`src/rtl/board_io_pkg.sv`:
```
// Shared register map and identification constants for the board I/O peripheral.
package board_io_pkg;

  localparam logic [3:0] ADDR_LED  = 4'd0;
  localparam logic [3:0] ADDR_SW   = 4'd1;
  localparam logic [3:0] ADDR_BTN  = 4'd2;
  localparam logic [3:0] ADDR_PEND = 4'd3;
  localparam logic [3:0] ADDR_MASK = 4'd4;
  localparam logic [3:0] ADDR_EDGE = 4'd5;
  localparam logic [3:0] ADDR_ID   = 4'd15;

  localparam logic [7:0] ID_MAGIC  = 8'hB1;

endpackage

```
`src/rtl/board_io_irq_btn_debounce.sv`:
```
// Single-button debouncer: a new level is accepted after 2**DEB_BITS-1 consecutive
// mismatching cycles; RISE/FALL pulse in the cycle STATE is about to change.
module btn_debounce #(
  parameter int DEB_BITS = 16
) (
  input  logic CLK,
  input  logic RESET_N,
  input  logic IN,
  output logic STATE,
  output logic RISE,
  output logic FALL
);

  // The count is accepted on the mismatch that would bring it to all-ones,
  // so the level flips on exactly the (2**DEB_BITS-1)th mismatching cycle.
  localparam logic [DEB_BITS-1:0] CNT_LAST = DEB_BITS'((2 ** DEB_BITS) - 2);

  logic [DEB_BITS-1:0] cnt_q;
  logic                state_q;
  logic                accept;

  assign accept = (IN != state_q) && (cnt_q == CNT_LAST);

  always_ff @(posedge CLK or negedge RESET_N) begin
    if (!RESET_N) begin
      cnt_q   <= '0;
      state_q <= 1'b0;
    end else if (IN != state_q) begin
      if (accept) begin
        state_q <= IN;
        cnt_q   <= '0;
      end else begin
        cnt_q <= cnt_q + 1'b1;
      end
    end else begin
      cnt_q <= '0;
    end
  end

  assign STATE = state_q;
  assign RISE  = accept & IN;
  assign FALL  = accept & ~IN;

endmodule

```
`src/rtl/board_io_irq.sv`:
```
// Memory-mapped board I/O: LED register, synchronised DIP switches, debounced
// buttons with per-button edge-select, mask and write-1-to-clear pending interrupts.
module board_io_irq
  import board_io_pkg::*;
#(
  parameter int N_BTN    = 4,
  parameter int N_SW     = 4,
  parameter int N_LED    = 8,
  parameter int DEB_BITS = 16
) (
  input  logic             CLK,
  input  logic             RESET_N,
  input  logic             WE,
  input  logic [3:0]       A,
  input  logic [31:0]      WD,
  output logic [31:0]      RD,
  output logic             INT,
  input  logic [N_BTN-1:0] BTNS,
  input  logic [N_SW-1:0]  DIP_SW,
  output logic [N_LED-1:0] LEDS
);

  // Bus: WE is a one-cycle write strobe qualified by A/WD at the rising CLK edge;
  // RD is a side-effect-free combinational read of the register selected by A.

  logic [N_BTN-1:0] btn_sync1_q, btn_sync2_q;
  logic [N_SW-1:0]  sw_sync1_q, sw_sync2_q;
  logic [N_LED-1:0] led_q;
  logic [N_BTN-1:0] pend_q, mask_q, edge_q;
  logic             int_q;
  logic [N_BTN-1:0] btn_state, btn_rise, btn_fall;
  logic [N_BTN-1:0] btn_event, pend_clr;
  logic             unused_wd;

  // Buttons are active-low on the board; inverted so 1 means pressed.
  always_ff @(posedge CLK or negedge RESET_N) begin
    if (!RESET_N) begin
      btn_sync1_q <= '0;
      btn_sync2_q <= '0;
      sw_sync1_q  <= '0;
      sw_sync2_q  <= '0;
    end else begin
      btn_sync1_q <= ~BTNS;
      btn_sync2_q <= btn_sync1_q;
      sw_sync1_q  <= DIP_SW;
      sw_sync2_q  <= sw_sync1_q;
    end
  end

  for (genvar i = 0; i < N_BTN; i++) begin : g_btn
    btn_debounce #(.DEB_BITS(DEB_BITS)) u_deb (
      .CLK     (CLK),
      .RESET_N (RESET_N),
      .IN      (btn_sync2_q[i]),
      .STATE   (btn_state[i]),
      .RISE    (btn_rise[i]),
      .FALL    (btn_fall[i])
    );
  end

  assign btn_event = (btn_rise & ~edge_q) | (btn_fall & edge_q);
  assign pend_clr  = (WE && (A == ADDR_PEND)) ? WD[N_BTN-1:0] : '0;

  // A new event wins over a same-cycle W1C of the same bit.
  always_ff @(posedge CLK or negedge RESET_N) begin
    if (!RESET_N) begin
      led_q  <= '0;
      pend_q <= '0;
      mask_q <= '0;
      edge_q <= '0;
      int_q  <= 1'b0;
    end else begin
      if (WE && (A == ADDR_LED))  led_q  <= WD[N_LED-1:0];
      if (WE && (A == ADDR_MASK)) mask_q <= WD[N_BTN-1:0];
      if (WE && (A == ADDR_EDGE)) edge_q <= WD[N_BTN-1:0];
      pend_q <= (pend_q & ~pend_clr) | btn_event;
      int_q  <= |(pend_q & mask_q);
    end
  end

  always_comb begin
    RD = '0;
    case (A)
      ADDR_LED:  RD[N_LED-1:0] = led_q;
      ADDR_SW:   RD[N_SW-1:0]  = sw_sync2_q;
      ADDR_BTN:  RD[N_BTN-1:0] = btn_state;
      ADDR_PEND: RD[N_BTN-1:0] = pend_q;
      ADDR_MASK: RD[N_BTN-1:0] = mask_q;
      ADDR_EDGE: RD[N_BTN-1:0] = edge_q;
      ADDR_ID:   RD = {ID_MAGIC, 8'(N_LED), 8'(N_SW), 8'(N_BTN)};
      default:   RD = '0;
    endcase
  end

  assign unused_wd = ^WD;
  assign LEDS      = led_q;
  assign INT       = int_q;

endmodule

```
`config.mk`:
```
export PLATFORM = sky130hd
export DESIGN_NAME = board_io_irq
export DESIGN_NICKNAME = d
export VERILOG_FILES = /design/src/rtl/board_io_pkg.sv /design/src/rtl/board_io_irq_btn_debounce.sv /design/src/rtl/board_io_irq.sv
export SDC_FILE = /design/constraint.sdc
export NUM_CORES = 1
export LEC_CHECK = 0
export ABC_AREA = 1
export BUFFER_PORTS_ARGS = -buffer_cell sky130_fd_sc_hd__buf_2
export CAP_MARGIN = 20
export CORE_MARGIN = 5
export CORE_UTILIZATION = 26
export DETAILED_ROUTE_END_ITERATION = 10
export MAX_ROUTING_LAYER = met4
export SLEW_MARGIN = 20
export SYNTH_ARGS = -nofsm -noshare
export SYNTH_HDL_FRONTEND = slang
export SYNTH_SLANG_ARGS = --single-unit
export TNS_END_PERCENT = 30
```
`constraint.sdc`:
```
create_clock -name CLK -period 1.76 [get_ports CLK]
set_input_delay 0 -clock CLK [delete_from_list [all_inputs] [get_ports CLK]]
set_output_delay 0 -clock CLK [all_outputs]
set_load 0.1 [all_outputs]
```
; ---- Word-level counts from Yosys, hierarchy flattened
; Index checks and enable logic that the tools add are counted.
[word_totals]
register_bits = 105
wordCells = 82
out_inout_bits = 41
inputBits = 47
[op_classes]
eq_ne = 14
n_reduce_logical = 14
muxes = 12
bitwise = 21
add_sub_neg = 4
[op_table]
columns = cell, n
row1 = 16-bit 2-to-1 mux, 8
row2 = "16-bit by 1-bit adder with 16-bit output, second input constant", 4
row3 = "16-bit == test, second input constant", 4
row4 = 4-bit case mux with 7 select lines, 1
row5 = 24-bit 2-to-1 mux, 1
row6 = 4-bit bitwise AND, 4
row7 = 4-bit NOT, 3
row8 = 1-bit bitwise AND, 8
row9 = "4-bit by 2-bit == test with 1-bit output, second input constant", 2
row10 = "4-bit by 3-bit == test with 1-bit output, second input constant", 2
row11 = 1-bit logical AND, 8
row12 = 4-bit 2-to-1 mux, 2
row13 = 4-bit OR, 2
row14 = 2-bit AND reduction, 4
row15 = "4-bit by 1-bit == test with 1-bit output, second input constant", 1
row16 = "4-bit == test, second input constant", 1
row17 = 4-bit logical NOT, 1
row18 = 1-bit inequality test, 4
row19 = 1-bit NOT, 4
row20 = 4-bit OR reduction, 1

; ---- Depth between registers and ports, before layout
[logic_depth]
ltp_word = 6
mapped_depth = 10

; ---- By module
; A second synthesis with hierarchy kept.
[hier_totals]
cells_unflattened = 714
hier_area_um2 = 5873.1
[modules_own_cells]
columns = mod, seq_area_each_um2, area_per_inst_um2, cells_each, instances
row1 = btn_debounce, 425.4, 1007.2, 127, 4
row2 = board_io_irq, 925.9, 1844.3, 206, 1

; ---- Worst setup path before layout
; No wires, ideal clock.
[synth_timing]
kind = input port to output port
from = in A[2]
to = out RD[2]
path_buffers = 0
required_time_ns = 1.760
stages = 4
t_arrival_ns = 3.334
setup_slack_ns = -1.574
path_cell_list = inv_1 nor3_1 nor3b_1 nand2_1
[synth_between]
elab_chain_cells = 2
elab_cells_between_ends = 8
cone_classes = 6 x eq/ne / 1 x mux / 1 x reduce/logical
[synth_rtl]
columns = element, line_no
row1 = from (decl), board_io_irq.sv:14  ; input logic [3:0] A,
row2 = "4-bit == test, or another cell as far along", board_io_irq.sv:83  ; case (A)
row3 = 4-bit case mux with 7 select lines (*), board_io_irq.sv:83
row4 = to (decl), board_io_irq.sv:16  ; output logic [31:0] RD,
; Every way passes the cells marked *; elsewhere a longest branch is shown, timed or not.

; ---- Worst setup path after layout
[layout_timing]
from = reg g_btn[2].u_deb.cnt_q[0]
to = reg g_btn[2].u_deb.cnt_q[14]
[layout_between]
elab_chain_cells = 4
elab_cells_between_ends = 5
cone_classes = 1 x add/sub / 1 x eq/ne / 2 x mux / 1 x reduce/logical
[layout_rtl]
columns = element, line_no
row1 = from (decl), board_io_irq_btn_debounce.sv:18  ; logic [DEB_BITS-1:0] cnt_q;
row2 = from (signal assigned), board_io_irq_btn_debounce.sv:33  ; cnt_q <= cnt_q + 1'b1;
row3 = "parallel branches: the longest is 2 deep, another holds 16-bit by 1-bit adder with 16-bit output", --
row4 = 16-bit 2-to-1 mux (*), board_io_irq_btn_debounce.sv:29  ; if (accept) begin
row5 = 16-bit 2-to-1 mux (*), board_io_irq_btn_debounce.sv:28  ; end else if (IN != state_q) begin
; Mark *: on every way between the ends.
; A chain may end at the register's enable or synchronous reset.

==> results by group <==
Worst setup path
  – CP Launch Type: register
  – Arr. time, crit path: 1.76 ns
  – CP max FO: 4
  – Worst path required time: 2.05 ns
  – Setup CP Type: reg -> reg
  – Setup crit end kind: register

Placement
  – Post-DP HPWL: 8.295 mm
  – Port bufs: 45
  – Placed inst area: 5981 um^2
  – Routability cong.: 0.8200
  – Placed Cells: 978

Layout
  – Fillers: 2222
  – Final Core Density: 31.05%
  – Layout cells sized above 1: 13.72%
  – Layout Nets: 786
  – Finished Layout Cells: 1012
  – Most common cell after layout, fill and taps aside: nand2_1
  – Reg area: 2628 um^2
  – Fin area: 6465 um^2
  – Area delta synth->final: 18.67%
  – Area of the multi-input gates: 2374 um^2
  – Most frequent cells in the layout: 149 x nand2_1, 111 x nor2_1, 105 x dfrtp_1

Run
  – Maxcap violations: 0

Clock network
  – CTS tree: built
  – CTS buffer count: 9
  – Clock Tree Buf Depth: 2
  – CTS H-tree depth: 3
  – CTS Root Cell: clkbuf_16
  – Clk Latency, worst-skew pair: 0.36 ns
  – CTS clk-pin slew, worst paths: 0.07 ns
  – # clock sinks: 105

Detailed routing
  – Overall routed net length: 11.18 mm
  – Routed vias/inst: 4.145
  – Vias: 4195
  – Post-route ant nets: 0
  – Remaining routing DRC violations: 0
  – DR iter-0 viols: 181
  – Drt first pass iters: 4
  – Wirelength per Cell: 11.05 um

STA
  – RSZ-0062 raised after global routing: false
  – Max Freq: 0.6788 GHz
  – Setup TNS: 0 ns
  – Layout Skew: 0.006160 ns
  – Final Hold Viols: 0
  – Final critical-path share of the clock period: 83.70%
  – Fin. max-slew vios: 0
  – Setup violators final: 0
  – Minimum clock period: 1.473 ns

Floorplanning
  – DIE HEIGHT: 154.8 um
  – Total I/O pin count: 88
  – Core ar.: 20820 um^2
  – Chip Width: 154.8 um
  – Row count: 53
  – Initial Util: 26.16%
  – Area of the die: 23950 um^2

Power and ir drop
  – Max IR drop VDD: 0.0004834 V
  – Pwr dens: 924.7 nW/um^2
  – Static Leak: 0.002977 uW

Synth
  – Top cells by area, synth: dfrtp_1 48%, nand2_1 10%, nor2_1 7.9%
  – Sequential-to-total area share from yosys stat: 48.23%
  – FF+latch count, synth: 105
  – Mapped Avg Cell Area: 8.192 um^2
  – Synth cell types: 28
  – Share of the synthesized area in the top cell type: 48.23%
  – Synth Instances: 665
  – Synthesized area: 5448 um^2
  – Syn. warnings: 0
  – Synth area leader: dfrtp_1

Global route
  – Initial antenna violation count: 1
  – Gr ovfl total: 0
  – Vias in the first global route: 4057
  – Total track usage: 10.27%
  – First-pass GRT wire length: 19.43 mm
  – Pin count of the biggest net entering global routing: 34

Worst hold path
  – Type of the tightest min-delay check: in -> reg

Status
  – Status: completed
[logic make-up after synthesis]
logic type	count (synthesis)	share of synthesized area, %
AND/OR/NAND/NOR	356	28.85
buffers and inverters	110	9.853
flip-flops	105	48.23
AO/OA/AOI/OAI	44	4.570
XOR/XNOR	41	6.592
adder cells (fa/ha/maj)	8	1.837
other	1	0.06884
[cell usage after synthesis (all sizes together)]
cell type  count
nand2        159
nor2         131
dfrtp        105
inv           82
nand3         42
o21ai         32
buf           28
xnor2         23
xor2          18
nand4         16
ha             8
nor3           6
a31oi          4
a21oi          3
o211a          3
a21boi         1
a21o           1
conb           1
nand3b         1
nor3b          1
[per-layer routing]
layer | global-route usage (%) | wire length (um) | share of wire, %
met1 | 13.92 | 5623 | 50
met2 | 14.91 | 4818 | 43
met3 | 2.182 | 534 | 4.8
met4 | 4.289 | 208 | 1.9
met5 | - | 0 | 0
[power breakdown]
group          switching, uW  internal [uW]
logic                    942            226
clock network            898           1250
registers                100           2560
[area by class of cell]
cell class	instances	share of cell area [%]
clock inverter	5	1.219
antenna	1	0.03871
inverter	82	4.761
multi-input combinational	467	36.71
sequential	105	40.64
timing repair buffer	66	7.703
clock buffer	11	3.600
tap	275	5.322
[flip-flops by register name (all words and copies together), names as in the netlist]
| signal | flops |
|---|---|
| INT | 1 |
| btn_sync2_q | 4 |
| pend_q | 4 |
| mask_q | 4 |
| sw_sync2_q | 4 |
| g_btn.u_deb.cnt_q | 64 |
| edge_q | 4 |
| LEDS | 8 |
| sw_sync1_q | 4 |
| g_btn.u_deb.STATE | 4 |
| btn_sync1_q | 4 |
[worst max-delay path, stage by stage (launching register included)]
cell and delay (ns):
dfrtp_1 0.39, ha_1 0.20, inv_1 0.06, nor2_2 0.17
nand2_1 0.14, nor2_4 0.15, nand2_1 0.08, nand2_1 0.06
nand2_1 0.05, nor2_1 0.10
[path summary, 6_finish.rpt]
| kind | startpoint | endpoint | slack, ns | cells after the start |
|---|---|---|---|---|
| worst max-delay path | g_btn[2].u_deb.cnt_q[0] | g_btn[2].u_deb.cnt_q[14] | 0.29 | 9 |
| worst min-delay path | WE | edge_q[1] | 0.08 | 3 |
| worst max register to register | g_btn[2].u_deb.cnt_q[0] | g_btn[2].u_deb.cnt_q[14] | 0.29 | 9 |
| worst min register to register | sw_sync1_q[1] | sw_sync2_q[1] | 0.35 | 0 |
| max in group asynchronous | RESET_N | g_btn[1].u_deb.cnt_q[8] | 0.99 | 3 |
| min in group asynchronous | RESET_N | g_btn[3].u_deb.cnt_q[4] | 0.13 | 2 |
[per-stage QoR]
step | worst slack, ns | hold slack [ns] | total power [uW]
floorplan | -0.1488 | -0.2956 | 3630
global placement | 0.2751 | -0.01291 | 3845
detailed placement | 0.2666 | -0.005838 | 3861
global route | 0.07693 | 0.07097 | 6270
CTS | 0.2604 | 0.04908 | 6079
finish | 0.2869 | 0.07676 | 5978
[timing repair]
action	4_1_cts	5_1_grt
setup buffers	0	0
hold endpoints to repair	95	0
gates resized for setup	0	0
hold buffers	17	0
No activity file was read; power rests on OpenSTA's default activity.
